===== src/rtl/regfile_wb_arbiter.sv =====
// Writeback arbiter for the register file's single write port.
// Round-robin shares the port between the ALU and load paths, registers the
// write toward register_file, and tracks outstanding loads per register so
// decode can stall on RAW hazards and the ALU path waits out WAW hazards.
module regfile_wb_arbiter #(
   parameter int XLEN = 32
) (
   input  logic            clk,
   input  logic            nRST,
   input  logic            alu_valid,
   output logic            alu_ready,
   input  logic [4:0]      alu_index,
   input  logic [XLEN-1:0] alu_data,
   input  logic            mem_valid,
   output logic            mem_ready,
   input  logic [4:0]      mem_index,
   input  logic [XLEN-1:0] mem_data,
   input  logic            ld_issue,
   input  logic [4:0]      ld_index,
   input  logic [4:0]      rs1_index,
   input  logic [4:0]      rs2_index,
   output logic            stall,
   output logic            reg_write,
   output logic [4:0]      write_index,
   output logic [XLEN-1:0] write_data,
   output logic [31:0]     pending,
   output logic            last_grant,
   output logic            mem_unexpected
);

   logic            reg_write_q, reg_write_d;
   logic [4:0]      write_index_q, write_index_d;
   logic [XLEN-1:0] write_data_q, write_data_d;
   logic [31:0]     pending_q, pending_d;
   logic            last_grant_q, last_grant_d;
   logic            mem_unexpected_q, mem_unexpected_d;

   logic            alu_eligible, mem_eligible;
   logic            alu_hs, mem_hs;
   logic [4:0]      hs_index;
   logic [XLEN-1:0] hs_data;

   // A source register is hazardous while a load is outstanding to it or while
   // its value is still sitting in the write register, not yet committed.
   function automatic logic hz(input logic [4:0] r, input logic [31:0] pend,
                               input logic wr, input logic [4:0] widx);
      hz = (r != 5'd0) && (pend[r] || (wr && (widx == r)));
   endfunction

   // Eligibility, round-robin grant, and RAW stall (combinational from state)
   always_comb begin
      alu_eligible = alu_valid && !(pending_q[alu_index] && (alu_index != 5'd0));
      mem_eligible = mem_valid;
      // last_grant = 0 means the ALU won last, so MEM takes a tie
      alu_ready    = alu_eligible && (!mem_eligible || last_grant_q);
      mem_ready    = mem_eligible && (!alu_eligible || !last_grant_q);
      alu_hs       = alu_valid && alu_ready;
      mem_hs       = mem_valid && mem_ready;
      stall        = hz(rs1_index, pending_q, reg_write_q, write_index_q) ||
                     hz(rs2_index, pending_q, reg_write_q, write_index_q);
   end

   // Next-state for the write register, scoreboard and grant history
   always_comb begin
      hs_index         = mem_hs ? mem_index : alu_index;
      hs_data          = mem_hs ? mem_data  : alu_data;
      reg_write_d      = 1'b0;
      write_index_d    = write_index_q;
      write_data_d     = write_data_q;
      // index-0 handshakes complete but never disturb the write register
      if ((alu_hs || mem_hs) && (hs_index != 5'd0)) begin
         reg_write_d   = 1'b1;
         write_index_d = hs_index;
         write_data_d  = hs_data;
      end

      last_grant_d = last_grant_q;
      if (mem_hs)      last_grant_d = 1'b1;
      else if (alu_hs) last_grant_d = 1'b0;

      mem_unexpected_d = mem_hs && (mem_index != 5'd0) && !pending_q[mem_index];

      // clear first so a same-cycle issue to the same register wins
      pending_d = pending_q;
      if (mem_hs)   pending_d[mem_index] = 1'b0;
      if (ld_issue) pending_d[ld_index]  = 1'b1;
      pending_d[0] = 1'b0;
   end

   // State registers; reset drops any in-flight write immediately
   always_ff @(posedge clk or negedge nRST) begin
      if (!nRST) begin
         reg_write_q      <= 1'b0;
         write_index_q    <= 5'd0;
         write_data_q     <= '0;
         pending_q        <= 32'd0;
         last_grant_q     <= 1'b0;
         mem_unexpected_q <= 1'b0;
      end else begin
         reg_write_q      <= reg_write_d;
         write_index_q    <= write_index_d;
         write_data_q     <= write_data_d;
         pending_q        <= pending_d;
         last_grant_q     <= last_grant_d;
         mem_unexpected_q <= mem_unexpected_d;
      end
   end

   assign reg_write      = reg_write_q;
   assign write_index    = write_index_q;
   assign write_data     = write_data_q;
   assign pending        = pending_q;
   assign last_grant     = last_grant_q;
   assign mem_unexpected = mem_unexpected_q;

endmodule

===== config.mk =====
export PLATFORM = sky130hd
export DESIGN_NAME = regfile_wb_arbiter
export DESIGN_NICKNAME = d
export VERILOG_FILES = /design/src/rtl/regfile_wb_arbiter.sv
export SDC_FILE = /design/constraint.sdc
export NUM_CORES = 1
export LEC_CHECK = 0
export ABC_CLOCK_PERIOD_IN_PS = 8990
export CORE_ASPECT_RATIO = 1.2
export CORE_MARGIN = 2
export CORE_UTILIZATION = 40
export CTS_BUF_LIST = sky130_fd_sc_hd__clkbuf_8 sky130_fd_sc_hd__clkbuf_16
export DETAILED_ROUTE_END_ITERATION = 12
export PLACE_DENSITY = 0.78
export SETUP_SLACK_MARGIN = 0.05
export SLEW_MARGIN = 40
export SYNTH_ARGS = -nofsm -noshare
export SYNTH_HDL_FRONTEND = slang
export SYNTH_SLANG_ARGS = --single-unit

===== constraint.sdc =====
create_clock -name clk -period 8.99 [get_ports clk]
set_input_delay 1.798 -clock clk [delete_from_list [all_inputs] [get_ports clk]]
set_output_delay 1.798 -clock clk [all_outputs]
set_load 0.02 [all_outputs]

== Word level (Yosys, flattened, before mapping) ==
Index checks and enable logic that the tools add are counted.

* Word-level logic and storage cells: 69
* Output and inout port bits: 75
* Flip-flop bits (word level): 71
* Bits of input ports: 94

* Magnitude comparators: 7
* Eq/ne operators: 2
* Reduce and logical (&&, ||, !) cells: 32
* Multiplexer cells: 19
* Bitwise logic cells: 3

{| class="wikitable"
|+ Operator list
! kind !! count
|-
| $mux 32 || 3
|-
| $and 32x32->32 || 1
|-
| $not 32->32 || 1
|-
| $or 32x32->32 || 1
|-
| $lt 5x6->1 const B || 5
|-
| $reduce_bool 5->1 || 5
|-
| $bmux 1 s5 || 4
|-
| $logic_and 1x1->1 || 15
|-
| $demux 1 s5 || 2
|-
| $eq 5x5->1 || 2
|-
| $ge 5x1->1 const B || 2
|-
| $mux 1 || 9
|-
| $logic_or 1x1->1 || 6
|-
| $logic_not 1->1 || 5
|-
| $mux 5 || 1
|-
| $reduce_bool 2->1 || 1
|}

== Logic depth before layout (Yosys ltp) ==
* Depth after elaboration: 13
* Depth in mapped cells: 10
* Depth with buffers taken out: 6

== Worst setup path before layout ==
Ideal clock, no wire load.

* Kind: input -> output
* From: input alu_index[1]
* To: output mem_ready
* Data arrival time: 3785 ps
* Stages on the path: 8
* Setup slack: 3407 ps
* Buffers on the path: 4
* Path through: buf_6 > buf_8 > mux4_2 > o2111a_1 > o41ai_4 > buf_2 > buf_2 > inv_1

* Longest elaborated chain between the ends: 8

{| class="wikitable"
|+ RTL lines
! element !! line !! RTL
|-
| from (decl) || 12 || <nowiki>input logic [4:0] alu_index,</nowiki>
|-
| $bmux 1 s5 || 52 || <nowiki>alu_eligible = alu_valid && !(pending_q[alu_index] && (alu_index != 5'd0));</nowiki>
|-
| $mux 1 (not written as such) || 52 ||
|-
| $logic_and 1x1->1 (*) || 52 ||
|-
| $logic_not 1->1 (*) || 52 ||
|-
| $logic_and 1x1->1 (*) || 52 ||
|-
| $logic_not 1->1 (*) || 56 || <nowiki>mem_ready = mem_eligible && (!alu_eligible || !last_grant_q);</nowiki>
|-
| $logic_or 1x1->1 (*) || 56 ||
|-
| $logic_and 1x1->1 (*) || 56 ||
|-
| to (decl) || 15 || <nowiki>output logic mem_ready,</nowiki>
|}

Every way passes the cells marked *; elsewhere a longest branch is shown, timed or not. The select of a mux whose other input is x is not followed.

== Worst setup path after layout ==
* From: input alu_index[1]
* To: output alu_ready

* Longest elaborated chain between the ends: 6

{| class="wikitable"
|+ RTL lines
! element !! line !! RTL
|-
| $bmux 1 s5 || 52 ||
|-
| $mux 1 (not written as such) || 52 ||
|-
| $logic_and 1x1->1 (*) || 52 ||
|-
| $logic_not 1->1 (*) || 52 ||
|-
| $logic_and 1x1->1 (*) || 52 ||
|-
| $logic_and 1x1->1 (*) || 55 || <nowiki>alu_ready = alu_eligible && (!mem_eligible || last_grant_q);</nowiki>
|-
| to (decl) || 11 || <nowiki>output logic alu_ready,</nowiki>
|}

Marks and branches as above.

==> out/results.tsv <==
metric	value	unit
status	finished, final reports clean	
yosys_warnings	0	
drv_cap	0	
tns	0	ns
p_total	1.56	mW
clockBufferDepth	2	
finalMaxSlewViolations	0	
period_needed	6.65	ns
synth_top_area_share	37.6	%
cpLargestDelayFamily	buffers and inverters	
ir_worst_vdd	118	uV
synth_seq_cells	71	
numCtsBuffers	9	
root_buffer	clkbuf_16	
syn_nets	480	
synth_area_leaders	dfrtp_1, mux4_2, mux2_2	
synthArstFlopShare	100	%
multi_input_area	2770	um^2
cp.buffers_inverters	2	
dp_slack	2.42	ns
core_area	11600	um^2
cts.sinks	71	
insertion_delay	0.34	ns
grt_max_degree	72	
wl	15.3	mm
maxSlewHeadroom	47.2	%
netlist_area	4730	um^2
die_h	123	um
grt_pass1_vias	4191	
cp-end-kind	output pin	
hold_class	register to register	
dr.pass1.iters	5	
route.detailed.drc	0	
detail-route-antenna-nets	0	
fillers	957	
drive_gt1_share	25.1	%
antenna_found_initial	0	
post_cts_resized	0	
syn-instance-count	386	
worstPathCellList	clkdlybuf4s50_1 > mux2_2 > or3_1 > o2111a_1 > nor4_1 > clkdlybuf4s50_1	
ys.flop_type	dfrtp_1	
setup-violations-final	0	
p_leak	2.67	nW
htree_levels	3	
clock_skew	0.0106	ns
synth_edf_count	0	
startpoint_type	input port	
gp_congestion	0.926	
port_buffers	167	
period_share	73.9	%
finalWorstSetupSlack	2.34	ns
dp_hpwl	11.1	mm
grt_overflow_total	0	
wl_per_cell	21.8	um
grt_usage	23.8	%
initial_core_util	40.9	%
regArea	1780	um^2
crit_path_max_fanout	14	
area_delta_synth_final	44.1	%
core.rowCount	43	
cp.arrival	4.85	ns
grt_pass1_wl	22.8	mm
rsz0062_at_grt	false	
crit_slowest_cell	clkdlybuf4s50_1	
fmax	150	MHz
crit_path_max_incr_delay	0.84	ns
dieArea	12700	um^2
cp.required	7.19	ns
synth_seq_area_share	37.6	%
cellPowerDensity	229	nW/um^2
synth.distinct_cells	47	
worstMarginPinSlew	0.792	ns
clkSlewWorstSetupHoldPaths	0.06	ns
n_antenna_cell	0	
top_level_ports	169	
fp.dieW	103	um
avgViaCountPerCell	6.03	
hold_viol	0	
avgSynthCellArea	12.3	um^2
drt_iter0_drc	310	
post_cts_buffers	0	
crit_type	input port to output pin	
netlist.top_cell.by_area	dfrtp_1	
vias	4235	
nNetsFinal	634	
crit_top_cell	clkdlybuf4s50_1	
cts_hold_buf	0	
cts_tree	done	
## synth_stat cells, types with 3 or more instances
master	number
buf_2	6
mux2_4	27
or3b_2	3
dfrtp_1	71
clkbuf_1	11
nand2_1	17
o21ai_0	35
xor2_1	8
mux2_2	47
inv_1	8
buf_6	4
or4_1	3
nand3_1	9
nor2b_1	3
o31ai_1	32
or3_1	4
mux4_2	29
buf_1	5
mux2i_1	10
nand3b_1	5
nor3_1	3
nor2_1	10
nor4_1	5
## state kept, by name, indices dropped and copies added (netlist names)
register / flops
pending: 31
reg_write: 1
mem_unexpected: 1
last_grant: 1
write_index: 5
write_data: 32
## report_power, final
group / switching [mW] / internal [mW] / total [mW]
Sequential: 0.118 / 0.400 / 0.518
Combinational: 0.285 / 0.363 / 0.648
Clock: 0.145 / 0.252 / 0.397
## area by class of cell
class | count | area share [%]
clock buffers | 10 | 3.50
clock inverters | 6 | 1.36
inverters | 8 | 0.440
multi-input cells | 278 | 40.7
flip-flops and latches | 71 | 26.1
well taps | 157 | 2.88
repair buffers | 172 | 25.1
## per-stage QoR
step / hold WS (ns) / cell area (um^2) / utilization, % / std cells
floorplan: 0.636 / 4730 / - / 386
global placement: 0.490 / 6460 / 55.8 / 685
detailed placement: 0.494 / 6460 / 55.9 / 685
CTS: 0.508 / 6790 / 58.7 / 701
global route: 0.512 / 6820 / 59.0 / 702
finish: 0.503 / 6820 / 59.0 / 702
## path summary, 6_finish.rpt
| path | startpoint | to | depth (start not counted) | slack [ns] |
|---|---|---|---|---|
| max in group asynchronous | nRST | write_data[12]$_DFFE_PN0P_ | 2 | 6.93 |
| max | alu_index[1] | alu_ready | 6 | 2.34 |
| max reg2reg | pending[3]$_DFF_PN0_ | write_data[17]$_DFFE_PN0P_ | 8 | 5.38 |
| min reg2reg | write_data[21]$_DFFE_PN0P_ | write_data[21]$_DFFE_PN0P_ | 1 | 0.50 |
| min in group asynchronous | nRST | pending[18]$_DFF_PN0_ | 2 | 1.54 |
| min | write_data[21]$_DFFE_PN0P_ | write_data[21]$_DFFE_PN0P_ | 1 | 0.50 |
## metal layers
metal	wire, um	vias to the layer above	global-route usage, %	share of wire, %
met5	0	-	0	0
met4	638	0	12.7	4.2
met3	1490	53	6.05	9.8
met2	7370	286	36.6	48
met1	5770	2090	30.8	38
li1	-	1806	-	-
## cell families after synthesis
family | count (synthesis) | synth area share, %
multiplexers | 113 | 35.7
AO/OA/AOI/OAI | 82 | 12.4
AND/OR/NAND/NOR | 72 | 8.33
flip-flops | 71 | 37.6
buffers and inverters | 37 | 4.13
XOR/XNOR | 10 | 1.85
other | 1 | 0.0793
## placed cells by master (no fill, tap or decap), types with 3 or more instances in the layout
cell type and n:
nand3b_1 5, clkbuf_16 9, o31ai_1 32, clkdlybuf4s50_1 166, or3b_2 3, mux2_2 47
mux2_4 27, nand3_1 9, xor2_1 8, or3_1 4, dfrtp_1 71, nor2_1 10
mux4_2 29, o21ai_0 35, mux2i_1 10, inv_1 8, or4_1 3, nand2_1 17
nor2b_1 3, nor4_1 4, buf_4 3, nor3_1 3
No activity file was read; power rests on OpenSTA's default activity.
